<file path="config.mk">
export PLATFORM = sky130hd
export DESIGN_NAME = serial_add_ctrl_flat
export DESIGN_NICKNAME = d
export VERILOG_FILES = /design/src/rtl/serial_add_pkg.sv /design/src/rtl/serial_add_ctrl_if.sv /design/src/rtl/serial_bit_cell.sv /design/src/rtl/serial_add_ctrl.sv /design/src/flat_wrapper.sv
export SDC_FILE = /design/constraint.sdc
export NUM_CORES = 1
export LEC_CHECK = 0
export BUFFER_PORTS_ARGS = -buffer_cell sky130_fd_sc_hd__buf_4
export CORE_AREA = 3 3 89 82
export CTS_CLUSTER_SIZE = 20
export DETAILED_ROUTE_END_ITERATION = 7
export DIE_AREA = 0 0 92 85
export PLACE_DENSITY = 0.47
export SYNTH_ARGS = -nofsm -noshare
export SYNTH_HDL_FRONTEND = slang
export SYNTH_HIERARCHICAL = 1
export SYNTH_SLANG_ARGS = --single-unit
</file>
<file path="constraint.sdc">
create_clock -name CLK -period 1.9 [get_ports CLK]
set_input_delay 0.38 -clock CLK [delete_from_list [all_inputs] [get_ports CLK]]
set_output_delay 0.38 -clock CLK [all_outputs]
set_load 0.01 [all_outputs]
</file>
<file path="src/rtl/serial_add_pkg.sv">
// Shared definitions for the serial add/subtract controller: FSM state
// encoding, operation codes and the carry majority function.
package serial_add_pkg;

    typedef enum logic [1:0] {
        ST_IDLE   = 2'd0,
        ST_SHIFT  = 2'd1,
        ST_FINISH = 2'd2
    } state_t;

    localparam logic OP_ADD = 1'b0;
    localparam logic OP_SUB = 1'b1;

    // Carry out of a full adder: true when at least two inputs are set.
    function automatic logic maj3(input logic a, input logic b, input logic c);
        return (a & b) | (a & c) | (b & c);
    endfunction

endpackage

</file>
<file path="src/rtl/serial_add_ctrl_if.sv">
// Parallel operand/result bundle between an operand producer and the
// serial add/subtract controller.
interface serial_add_ctrl_if #(
    parameter int WIDTH = 8
);
    logic             START;
    logic             OP;
    logic [WIDTH-1:0] A_IN;
    logic [WIDTH-1:0] B_IN;
    logic             BUSY;
    logic             DONE;
    logic [WIDTH-1:0] SUM_OUT;
    logic             COUT_OUT;
    logic             OVF_OUT;

    // Producer side: issues requests and consumes results.
    modport master (
        output START, OP, A_IN, B_IN,
        input  BUSY, DONE, SUM_OUT, COUT_OUT, OVF_OUT
    );

    // Controller side.
    modport slave (
        input  START, OP, A_IN, B_IN,
        output BUSY, DONE, SUM_OUT, COUT_OUT, OVF_OUT
    );
endinterface

</file>
<file path="src/rtl/serial_bit_cell.sv">
// Registered 1-bit full adder. The carry flop is loaded with CIN when LD is
// high and advances to the cell's carry out when EN is high; the sum and the
// next carry are presented combinationally from the current carry.
module serial_bit_cell
    import serial_add_pkg::*;
(
    input  logic CLK,
    input  logic RST,
    input  logic LD,
    input  logic CIN,
    input  logic EN,
    input  logic A,
    input  logic B,
    output logic S,
    output logic CO
);

    logic carry_q;
    logic carry_d;

    assign S  = A ^ B ^ carry_q;
    assign CO = maj3(A, B, carry_q);

    // Next carry: load has priority over the shift-step update.
    always_comb begin
        // NOTE: every combinational output gets a default first so no path leaves it unassigned (no latch).
        carry_d = carry_q;
        if (LD) begin
            carry_d = CIN;
        end else if (EN) begin
            carry_d = CO;
        end
    end

    // Carry state register.
    always_ff @(posedge CLK or posedge RST) begin
        // NOTE: sequential state uses non-blocking assignments so all flops update from pre-edge values.
        if (RST) begin
            carry_q <= 1'b0;
        end else begin
            carry_q <= carry_d;
        end
    end

endmodule

</file>
<file path="src/rtl/serial_add_ctrl.sv">
// Bit-serial WIDTH-bit adder/subtractor controller. Captures operands on an
// accepted START, feeds one bit per clock (LSB first) through a registered
// full-adder cell, then publishes the parallel result with carry and signed
// overflow together with a one-cycle DONE pulse.
module serial_add_ctrl
    import serial_add_pkg::*;
#(
    parameter int WIDTH = 8,
    localparam int CNT_W = $clog2(WIDTH + 1)
) (
    input  logic               CLK,
    input  logic               RST,
    serial_add_ctrl_if.slave   bus
);

    localparam logic [CNT_W-1:0] CNT_LAST = CNT_W'(WIDTH - 1);
    localparam logic [CNT_W-1:0] CNT_PREV = CNT_W'(WIDTH - 2);

    state_t           state_q,   state_d;
    logic [WIDTH-1:0] a_sh_q,    a_sh_d;
    logic [WIDTH-1:0] b_sh_q,    b_sh_d;
    logic [WIDTH-1:0] sum_sh_q,  sum_sh_d;
    logic [CNT_W-1:0] cnt_q,     cnt_d;
    logic             cmsb_q,    cmsb_d;    // carry into the MSB position
    logic             busy_q,    busy_d;
    logic             done_q,    done_d;
    logic [WIDTH-1:0] sum_out_q, sum_out_d;
    logic             cout_q,    cout_d;
    logic             ovf_q,     ovf_d;

    logic             cell_ld;
    logic             cell_en;
    logic             cell_s;
    logic             cell_co;

    // The cell sees the current LSBs; its carry is preset to OP on accept so
    // subtraction becomes A + ~B + 1.
    serial_bit_cell u_cell (
        .CLK (CLK),
        .RST (RST),
        .LD  (cell_ld),
        .CIN (bus.OP),
        .EN  (cell_en),
        .A   (a_sh_q[0]),
        .B   (b_sh_q[0]),
        .S   (cell_s),
        .CO  (cell_co)
    );

    // Next-state, datapath and registered-output decisions for the FSM.
    always_comb begin
        state_d   = state_q;
        a_sh_d    = a_sh_q;
        b_sh_d    = b_sh_q;
        sum_sh_d  = sum_sh_q;
        cnt_d     = cnt_q;
        cmsb_d    = cmsb_q;
        busy_d    = busy_q;
        done_d    = done_q;
        sum_out_d = sum_out_q;
        cout_d    = cout_q;
        ovf_d     = ovf_q;
        cell_ld   = 1'b0;
        cell_en   = 1'b0;

        case (state_q)
            ST_IDLE: begin
                if (bus.START) begin
                    a_sh_d  = bus.A_IN;
                    b_sh_d  = (bus.OP == OP_SUB) ? ~bus.B_IN : bus.B_IN;
                    cnt_d   = '0;
                    cell_ld = 1'b1;
                    busy_d  = 1'b1;
                    state_d = ST_SHIFT;
                end
            end

            ST_SHIFT: begin
                cell_en  = 1'b1;
                sum_sh_d = {cell_s, sum_sh_q[WIDTH-1:1]};
                a_sh_d   = a_sh_q >> 1;
                b_sh_d   = b_sh_q >> 1;
                cnt_d    = cnt_q + 1'b1;
                // The carry leaving bit WIDTH-2 is the carry into the MSB.
                if (cnt_q == CNT_PREV) begin
                    cmsb_d = cell_co;
                end
                if (cnt_q == CNT_LAST) begin
                    sum_out_d = {cell_s, sum_sh_q[WIDTH-1:1]};
                    cout_d    = cell_co;
                    ovf_d     = cmsb_q ^ cell_co;
                    busy_d    = 1'b0;
                    done_d    = 1'b1;
                    state_d   = ST_FINISH;
                end
            end

            ST_FINISH: begin
                done_d  = 1'b0;
                state_d = ST_IDLE;
            end

            default: begin
                busy_d  = 1'b0;
                done_d  = 1'b0;
                state_d = ST_IDLE;
            end
        endcase
    end

    // All controller state and registered outputs; reset aborts any operation.
    always_ff @(posedge CLK or posedge RST) begin
        // NOTE: the shift registers are plain flops, so clearing them on reset is cheap and keeps restarts deterministic.
        if (RST) begin
            state_q   <= ST_IDLE;
            a_sh_q    <= '0;
            b_sh_q    <= '0;
            sum_sh_q  <= '0;
            cnt_q     <= '0;
            cmsb_q    <= 1'b0;
            busy_q    <= 1'b0;
            done_q    <= 1'b0;
            sum_out_q <= '0;
            cout_q    <= 1'b0;
            ovf_q     <= 1'b0;
        end else begin
            state_q   <= state_d;
            a_sh_q    <= a_sh_d;
            b_sh_q    <= b_sh_d;
            sum_sh_q  <= sum_sh_d;
            cnt_q     <= cnt_d;
            cmsb_q    <= cmsb_d;
            busy_q    <= busy_d;
            done_q    <= done_d;
            sum_out_q <= sum_out_d;
            cout_q    <= cout_d;
            ovf_q     <= ovf_d;
        end
    end

    assign bus.BUSY     = busy_q;
    assign bus.DONE     = done_q;
    assign bus.SUM_OUT  = sum_out_q;
    assign bus.COUT_OUT = cout_q;
    assign bus.OVF_OUT  = ovf_q;

endmodule

</file>
<file path="src/flat_wrapper.sv">
// flat-port wrapper written by rule: the top's interface ports become plain ports
module serial_add_ctrl_flat import serial_add_pkg::*;
#(
    parameter int WIDTH = 8,
    localparam int CNT_W = $clog2(WIDTH + 1)
)
  (CLK, RST, bus_START, bus_OP, bus_A_IN, bus_B_IN, bus_BUSY, bus_DONE, bus_SUM_OUT, bus_COUT_OUT, bus_OVF_OUT);
  serial_add_ctrl_if #(.WIDTH(WIDTH)) bus_i ();
  input  logic CLK;
  input  logic RST;
  input wire logic [$bits(bus_i.START)-1:0] bus_START;
  input wire logic [$bits(bus_i.OP)-1:0] bus_OP;
  input wire logic [$bits(bus_i.A_IN)-1:0] bus_A_IN;
  input wire logic [$bits(bus_i.B_IN)-1:0] bus_B_IN;
  output wire logic [$bits(bus_i.BUSY)-1:0] bus_BUSY;
  output wire logic [$bits(bus_i.DONE)-1:0] bus_DONE;
  output wire logic [$bits(bus_i.SUM_OUT)-1:0] bus_SUM_OUT;
  output wire logic [$bits(bus_i.COUT_OUT)-1:0] bus_COUT_OUT;
  output wire logic [$bits(bus_i.OVF_OUT)-1:0] bus_OVF_OUT;
  assign bus_i.START = bus_START;
  assign bus_i.OP = bus_OP;
  assign bus_i.A_IN = bus_A_IN;
  assign bus_i.B_IN = bus_B_IN;
  assign bus_BUSY = bus_i.BUSY;
  assign bus_DONE = bus_i.DONE;
  assign bus_SUM_OUT = bus_i.SUM_OUT;
  assign bus_COUT_OUT = bus_i.COUT_OUT;
  assign bus_OVF_OUT = bus_i.OVF_OUT;
  serial_add_ctrl #(.WIDTH(WIDTH)) u_core (.CLK(CLK), .RST(RST), .bus(bus_i));
endmodule
</file>
# Word-level counts from Yosys, hierarchy flattened
# Index checks and enable logic that the tools add are counted.
# op_classes
add_sub_neg,1
eq_ne,6
mux,20
bitwise_logic,11
n_reduce_logical,9
# op_table
cell,count
$pmux 8 s2,2
$mux 8,3
$reduce_and 2->1,5
$eq 4x3->1 const B,2
$mux 1,8
$not 8->8,1
$pmux 4 s2,1
$add 4x1->4 const B,1
$mux 2,2
$mux 4,1
$pmux 2 s2,1
$reduce_bool 2->1,2
$and 1x1->1,3
$pmux 1 s3,1
$reduce_and 3->1,1
$xor 1x1->1,3
$eq 2x1->1 const B,1
$eq 2x2->1 const B,1
$logic_not 2->1,1
$ne 2x1->1 const B,1
$ne 2x2->1 const B,1
$not 1->1,2
$or 1x1->1,2
$pmux 1 s2,1
# totals
register_bits,44
input_bits,20
output_inout_bits,12
elab_cells,59

# Longest topological paths before layout
# Gate-level depths: netlist of the first run.
# logic_depth
word_depth,5
mapped_depth,6
depth_no_buf,5

# By module
# Netlist of the first run, hierarchy kept.
# by_module_without_submodules
mod,instances,cells_each,area_per_inst_um2,seq_area_each_um2
serial_add_ctrl,1,151,1853.0,1051.0
serial_bit_cell,1,6,67.6,25.0

# Least setup slack after synthesis of the first run
# Ideal clock, no wire load.
# synth_path
path_type,register -> register
from,register u_core.cnt_q[0]
to,"register u_core.cout_q, in the netlist u_core/bus.COUT_OUT"
setup_time_ns,0.125
arrival_time_ns,1.381
required_ns,1.775
slack_ns,0.393
path_stages_with_launch,6
n_path_buf,1
period_less_slack_ns,1.507
path_cell_list,dfrtp_1 -> ha_1 -> and3b_4 -> and2_4 -> buf_8 -> mux2_4
# synth_via
elab_chain_cells,2
# synth_rtl
element,line_no,source
from (decl),serial_add_ctrl.sv:23,"logic [CNT_W-1:0] cnt_q, cnt_d;"
from (signal assigned),serial_add_ctrl.sv:131,cnt_q <= cnt_d;
$eq 4x3->1,serial_add_ctrl.sv:88,if (cnt_q == CNT_LAST) begin
$reduce_and 2->1 (no source line),n/a,
to (signal assigned),serial_add_ctrl.sv:136,cout_q <= cout_d;
to (decl),serial_add_ctrl.sv:28,"logic cout_q, cout_d;"
# No other way between the ends.
# A chain may end at the register's enable or synchronous reset.

# Worst setup path in the final report of the first run
# layout_path
from,register u_core.cnt_q[0]
to,"register u_core.sum_out_q[6], in the netlist u_core/bus.SUM_OUT[6]"
# layout_via
elab_chain_cells,2
# layout_rtl
element,line_no,source
$eq 4x3->1,serial_add_ctrl.sv:88,
$reduce_and 2->1 (no source line),n/a,
to (signal assigned),serial_add_ctrl.sv:135,sum_out_q <= sum_out_d;
to (decl),serial_add_ctrl.sv:27,"logic [WIDTH-1:0] sum_out_q, sum_out_d;"
# No other way between the ends.

==> results_dict.tcl, run 1 <==
set metrics [dict create \
    finalHoldViolCount 0 \
    syn_area_sq_mm 0.00192 \
    synth_sequential_area_ratio_pct 56.0 \
    synth_top_area_cell "dfrtp_1" \
    viasPerCell 4.52 \
    cts_buffers 5 \
    dieArea_sq_mm 0.00782 \
    critPathArrivalTime_ns 1.72 \
    grt_max_degree 43 \
    wl_per_cell_microns 13.1 \
    die_y_microns 85 \
    period_minus_slack_ns 1.55 \
    fp.dieW_microns 92 \
    crit_slowest_cell "dfrtp_1" \
    cts_sinks 43 \
    path_clk_slew_ns 0.08 \
    synthesis.nets 180 \
    num_rows 28 \
    track_usage_pct 10.3 \
    finClkSkew_ns 0.00536 \
    fin_worst_hold_slack_ns 0.322 \
    io_buffer_count 31 \
    yosysUniqueCellTypes 31 \
    num-fill-cells 675 \
    cp_max_fo 12 \
    io_pins 32 \
    root_buffer "clkbuf_8" \
    cp-end-kind "flop" \
    drc 0 \
    routabilityCongestion 0.756 \
    cts_max_path_buffers 2 \
    grt_first_pass_wirelength_microns 6490 \
    maxCapViolCount 0 \
    slew_headroom_pct 64.6 \
    grt_remaining_overflow 0 \
    irDropWorstVdd_uv 518 \
    grt_pass1_vias 1370 \
    hp-class "in2reg" \
    nets 215 \
    diodes 0 \
    post-route-period-util_pct 81.3 \
    initial_core_util_pct 29.5 \
    rsz0062_at_grt "no" \
    tightest_slew_ns 0.531 \
    critPathLaunchType "flop" \
    cts_tree "done" \
    area_growth_pct 22.3 \
    layout-drive-gt1-share_pct 34.9 \
    clock_latency_ns 0.28 \
    synthTopCellsByArea "dfrtp_1 56%, mux2_2 6.4%, mux2_4 5.5%" \
    report.final.slew_viol_count 0 \
    antenna_found_initial 0 \
    synth_seq_cells 43 \
    yosysWarnings 6 \
    first_pass_iters 4 \
    design.core.area_sq_mm 0.00652 \
    dr.first_iter.drc_count 60 \
    finalSetupTns_ns 0 \
    vias 1274 \
    post-route-util_pct 36.0 \
    fmax_mhz 647 \
    ant_nets 0 \
    wl_microns 3700 \
    hpwl_microns 2600 \
    status "finished, final reports clean" \
    cp.required_ns 2.08 \
    path_delay_family "simple AND/OR/NAND/NOR gates" \
    syn_inst 157 \
    crit_chain "ha_1, and3b_4, and2_4, mux2_2" \
    cp_num_buf_inv 0 \
    p_leak_nw 1.12 \
    setup_violations 0 \
    cts_max_level 2 \
    yosysTopAreaCellShare_pct 56.0 \
    synth_area_per_cell_sq_um 12.2 \
    crit_type "reg2reg" \
    crit_path_max_incr_delay_ns 0.40 \
    powerDensity_mw_per_mm2 1420 \
]
cell families (layout without fill, tap and decap cells):
logic type	count (synthesis)	in the layout	share of synthesized area [%]
buffers and inverters	15	50	4.10
XOR/XNOR	9	9	4.10
AO/OA/AOI/OAI	34	34	12.1
flip-flops	43	43	56.0
multiplexers	20	20	13.0
adder cells (fa/ha/maj)	3	3	2.35
AND/OR/NAND/NOR	33	33	8.34
synthesized netlist by cell type:
| library cell | n |
|---|---|
| buf_8 | 1 |
| o21bai_1 | 1 |
| ha_1 | 2 |
| or2b_1 | 1 |
| mux2_2 | 11 |
| o21ai_1 | 1 |
| mux2i_1 | 2 |
| nand4_1 | 1 |
| dfrtp_1 | 43 |
| fa_1 | 1 |
| a22oi_1 | 7 |
| a32oi_1 | 7 |
| nor2_1 | 1 |
| nand2_1 | 25 |
| a22o_1 | 3 |
| and2_4 | 1 |
| mux2_4 | 7 |
| xnor2_1 | 1 |
| o21ai_0 | 10 |
| a21oi_1 | 3 |
| clkbuf_1 | 2 |
| nand4b_1 | 1 |
| inv_2 | 2 |
| nor3b_2 | 1 |
| nor2b_1 | 1 |
| buf_4 | 1 |
| a21o_1 | 2 |
| and3b_4 | 1 |
| xor2_1 | 8 |
| inv_1 | 3 |
| buf_2 | 6 |
worst paths after layout:
| check | start | end | slack (ns) | depth (start not counted) |
|---|---|---|---|---|
| max reg2reg | u_core/cnt_q[0] | u_core/bus.SUM_OUT[6] | 0.35 | 4 |
| min | bus_A_IN[7] | u_core/a_sh_q[7] | 0.32 | 2 |
| min in group asynchronous | RST | u_core/u_cell/carry_q | 0.49 | 3 |
| min reg2reg | u_core/a_sh_q[1] | u_core/a_sh_q[1] | 0.48 | 2 |
| max in group asynchronous | RST | u_core/a_sh_q[7] | 0.74 | 4 |
| max | u_core/cnt_q[0] | u_core/bus.SUM_OUT[6] | 0.35 | 4 |
layout by cell type, fill, tap and decap left out, types with 3 or more instances in the layout:
cell type	n
inv_1	3
buf_4	37
xor2_1	8
a22oi_1	7
a22o_1	3
clkbuf_8	6
o21ai_0	10
a32oi_1	7
nand2_1	25
mux2_4	7
dfrtp_1	43
mux2_2	11
a21oi_1	3
state kept, by name, indices dropped and copies added, names as in the netlist, 2 cells and up:
register	count
u_core/a_sh_q	8
u_core/bus.SUM_OUT	8
u_core/b_sh_q	8
u_core/sum_sh_q	7
u_core/state_q	2
u_core/cnt_q	4
worst register-to-register path, cell delays in order (launching register included):
cell and delay [ns]:
dfrtp_1 0.40, ha_1 0.20, and3b_4 0.22, and2_4 0.27, mux2_2 0.35
power by group:
group          switching [W]  internal, W  leakage (nW)
Clock               0.000293     0.000285        0.0470
Combinational       0.000542     0.000676         0.527
Sequential          0.000242      0.00129         0.550
layout make-up:
cell class / instances / area [sq um] / share of cell area, %
clock buffers: 6 / 82.6 / 3.52
clock inverters: 1 / 5.00 / 0.213
inverters: 5 / 18.8 / 0.799
multi-input cells: 99 / 766 / 32.6
flip-flops and latches: 43 / 1080 / 45.8
well taps: 90 / 113 / 4.79
repair buffers: 38 / 288 / 12.3
per-layer routing:
layer  GRT usage [%]  wire [microns]
met5               0               0
met2            15.6            1640
met3            3.01             184
met1            14.4            1850
met4            2.97              25
through the flow:
stage                     setup WS (ns)  std cells  total power [W]  cell area (sq um)
after CTS                         0.339        282          0.00339               2350
after global placement            0.394        274          0.00275               2250
after floorplan                   0.393        157          0.00236               1920
after global routing              0.242        282          0.00361               2350
after detailed placement          0.347        274          0.00279               2250
final                             0.355        282          0.00333               2350
what timing repair did:
action | in CTS | in global routing
resized for setup | 0 | 0
buffers inserted | 0 | 0
endpoints found under the setup margin | 0 | 0
hold buffers | 1 | 0
hold endpoints to repair | 1 | 0
(Power assumes the default switching activity.)
==> run 2, diff against run 1 <==
PLACE_DENSITY = 0.49   (was 0.47)
clock period = 1.25 ns   (was 1.9 ns; I/O delays follow)
==> run 2 against run 1 <==
Effect of this change:
- clock skew about the same
- register-to-register slack worse by 0.50 ns
- highest routed layer unchanged
- non-clock buffer count up 26
- combinational power up 120%
- the run now ends with negative setup slack left
==> results_dict.tcl, run 2 (synthesized netlist as in run 1, its figures left out) <==
set metrics [dict create \
    fmax_mhz 717 \
    io_buffer_count 31 \
    cp-end-kind "flop" \
    initial_core_util_pct 29.5 \
    fp.dieW_microns 92 \
    p_total_w 0.00613 \
    drc 0 \
    path_clk_slew_ns 0.09 \
    first_pass_iters 4 \
    finalSetupTns_ns -1.56 \
    status "finished, violations left" \
    cts_max_path_buffers 2 \
    critPathLaunchType "flop" \
    violations "negative setup slack" \
    hpwl_microns 2680 \
    antenna_found_initial 0 \
    wl_microns 4170 \
    report.final.slew_viol_count 0 \
    layout-drive-gt1-share_pct 50.0 \
    grt_first_pass_wirelength_microns 6910 \
    cp_max_fo 5 \
    finClkSkew_ns 0.00550 \
    setup_violations 15 \
    num_rows 28 \
    post-route-period-util_pct 112 \
    cts_max_level 2 \
    clock_latency_ns 0.30 \
    vias 1370 \
    grt_max_degree 43 \
    reg2reg_setup_slack_ns -0.15 \
    wl_per_cell_microns 13.5 \
    cts_buffers 5 \
    p_leak_nw 1.34 \
    crit_type "reg2reg" \
    grt_remaining_overflow 0 \
    cts_tree "done" \
    irDropWorstVdd_uv 822 \
    design.core.area_sq_mm 0.00652 \
    tightest_slew_ns 0.245 \
    cp.required_ns 1.44 \
    period_minus_slack_ns 1.40 \
    num-fill-cells 646 \
    nets 242 \
    powerDensity_mw_per_mm2 2230 \
    design_area_sq_mm 0.00275 \
    dr.first_iter.drc_count 35 \
    final_cell_mix "49 x buf_4, 43 x dfrtp_1, 21 x nand2_1, 16 x mux2_4, 11 x buf_6" \
    dp_slack_ns -0.201 \
    rsz0062_at_grt "yes" \
    cts_sinks 43 \
    placed_area_sq_mm 0.00237 \
    area_growth_pct 43.0 \
    finalHoldViolCount 0 \
    critPathArrivalTime_ns 1.59 \
    slew_headroom_pct 83.6 \
    track_usage_pct 11.2 \
    dieArea_sq_mm 0.00782 \
    root_buffer "clkbuf_8" \
    io_pins 32 \
    maxCapViolCount 0 \
    fin_ws_ns -0.145 \
    ant_nets 0 \
    die_y_microns 85 \
    final_common_cell "buf_4" \
    grt_pass1_vias 1427 \
    routabilityCongestion 0.750 \
    viasPerCell 4.42 \
    diodes 0 \
    hp-class "in2reg" \
    post-route-util_pct 42.1 \
]
[run 2: changes by cell type in the layout (fill, tap and decap cells not counted), sizes merged]
| cell | previous run | this run |
|---|---|---|
| clkinv | 1 | 2 |
| buf | 37 | 63 |
| bufinv | 0 | 1 |
| clkbuf | 6 | 5 |
| and2 | 1 | 2 |
[run 2: layer usage]
| metal | vias to the layer above | wire, microns | global-route usage, % |
|---|---|---|---|
| met5 | - | 0 | 0 |
| met4 | 0 | 74 | 4.59 |
| met3 | 8 | 192 | 2.84 |
| met2 | 32 | 1910 | 16.6 |
| met1 | 653 | 2000 | 15.8 |
| li1 | 677 | - | - |
[run 2: what timing repair did]
action	4_1_cts	5_1_grt
buffers inserted	3	8
cloned	1	2
setup endpoints to repair	24	39
resized for setup	18	33
hold buffers	1	0
pin swaps	3	11
endpoints found under the hold margin	1	0
[run 2: area by class of cell]
class | count | area (sq um) | area share, %
clock buffers | 5 | 68.8 | 2.51
clock inverters | 3 | 43.8 | 1.59
inverters | 5 | 21.3 | 0.774
multi-input cells | 100 | 882 | 32.1
flip-flops and latches | 43 | 1080 | 39.2
well taps | 90 | 113 | 4.10
repair buffers | 64 | 542 | 19.7
[run 2: path summary, 6_finish.rpt]
path	startpoint	end	depth (start not counted)
hold reg to reg	u_core/b_sh_q[4]	u_core/b_sh_q[4]	2
setup / recovery	u_core/cnt_q[1]	u_core/bus.SUM_OUT[2]	4
setup reg to reg	u_core/cnt_q[1]	u_core/bus.SUM_OUT[2]	4
hold / removal	bus_A_IN[7]	u_core/a_sh_q[7]	2
min in group asynchronous	RST	u_core/u_cell/carry_q	3
max in group asynchronous	RST	u_core/a_sh_q[3]	4
[run 2: stage by stage]
step,hold slack [ns],std cells
finish,0.156,310
global route,0.166,310
CTS,0.146,301
detailed placement,0.106,288
global placement,0.106,288
floorplan,-0.0213,157
[run 2: report_power, final]
group	internal (W)	switching [W]	leakage, nW	total, W
Sequential	0.00196	0.000372	0.550	0.00233
Combinational	0.00163	0.00106	0.727	0.00269
Clock	0.000595	0.000513	0.0581	0.00111
Total	0.00418	0.00195	1.34	0.00613
[run 2: critical path, stage by stage, from the launching register on]
cell and delay [ns]:
dfrtp_1 0.37, ha_2 0.18, and3b_4 0.21, and2_4 0.21, mux2_4 0.31
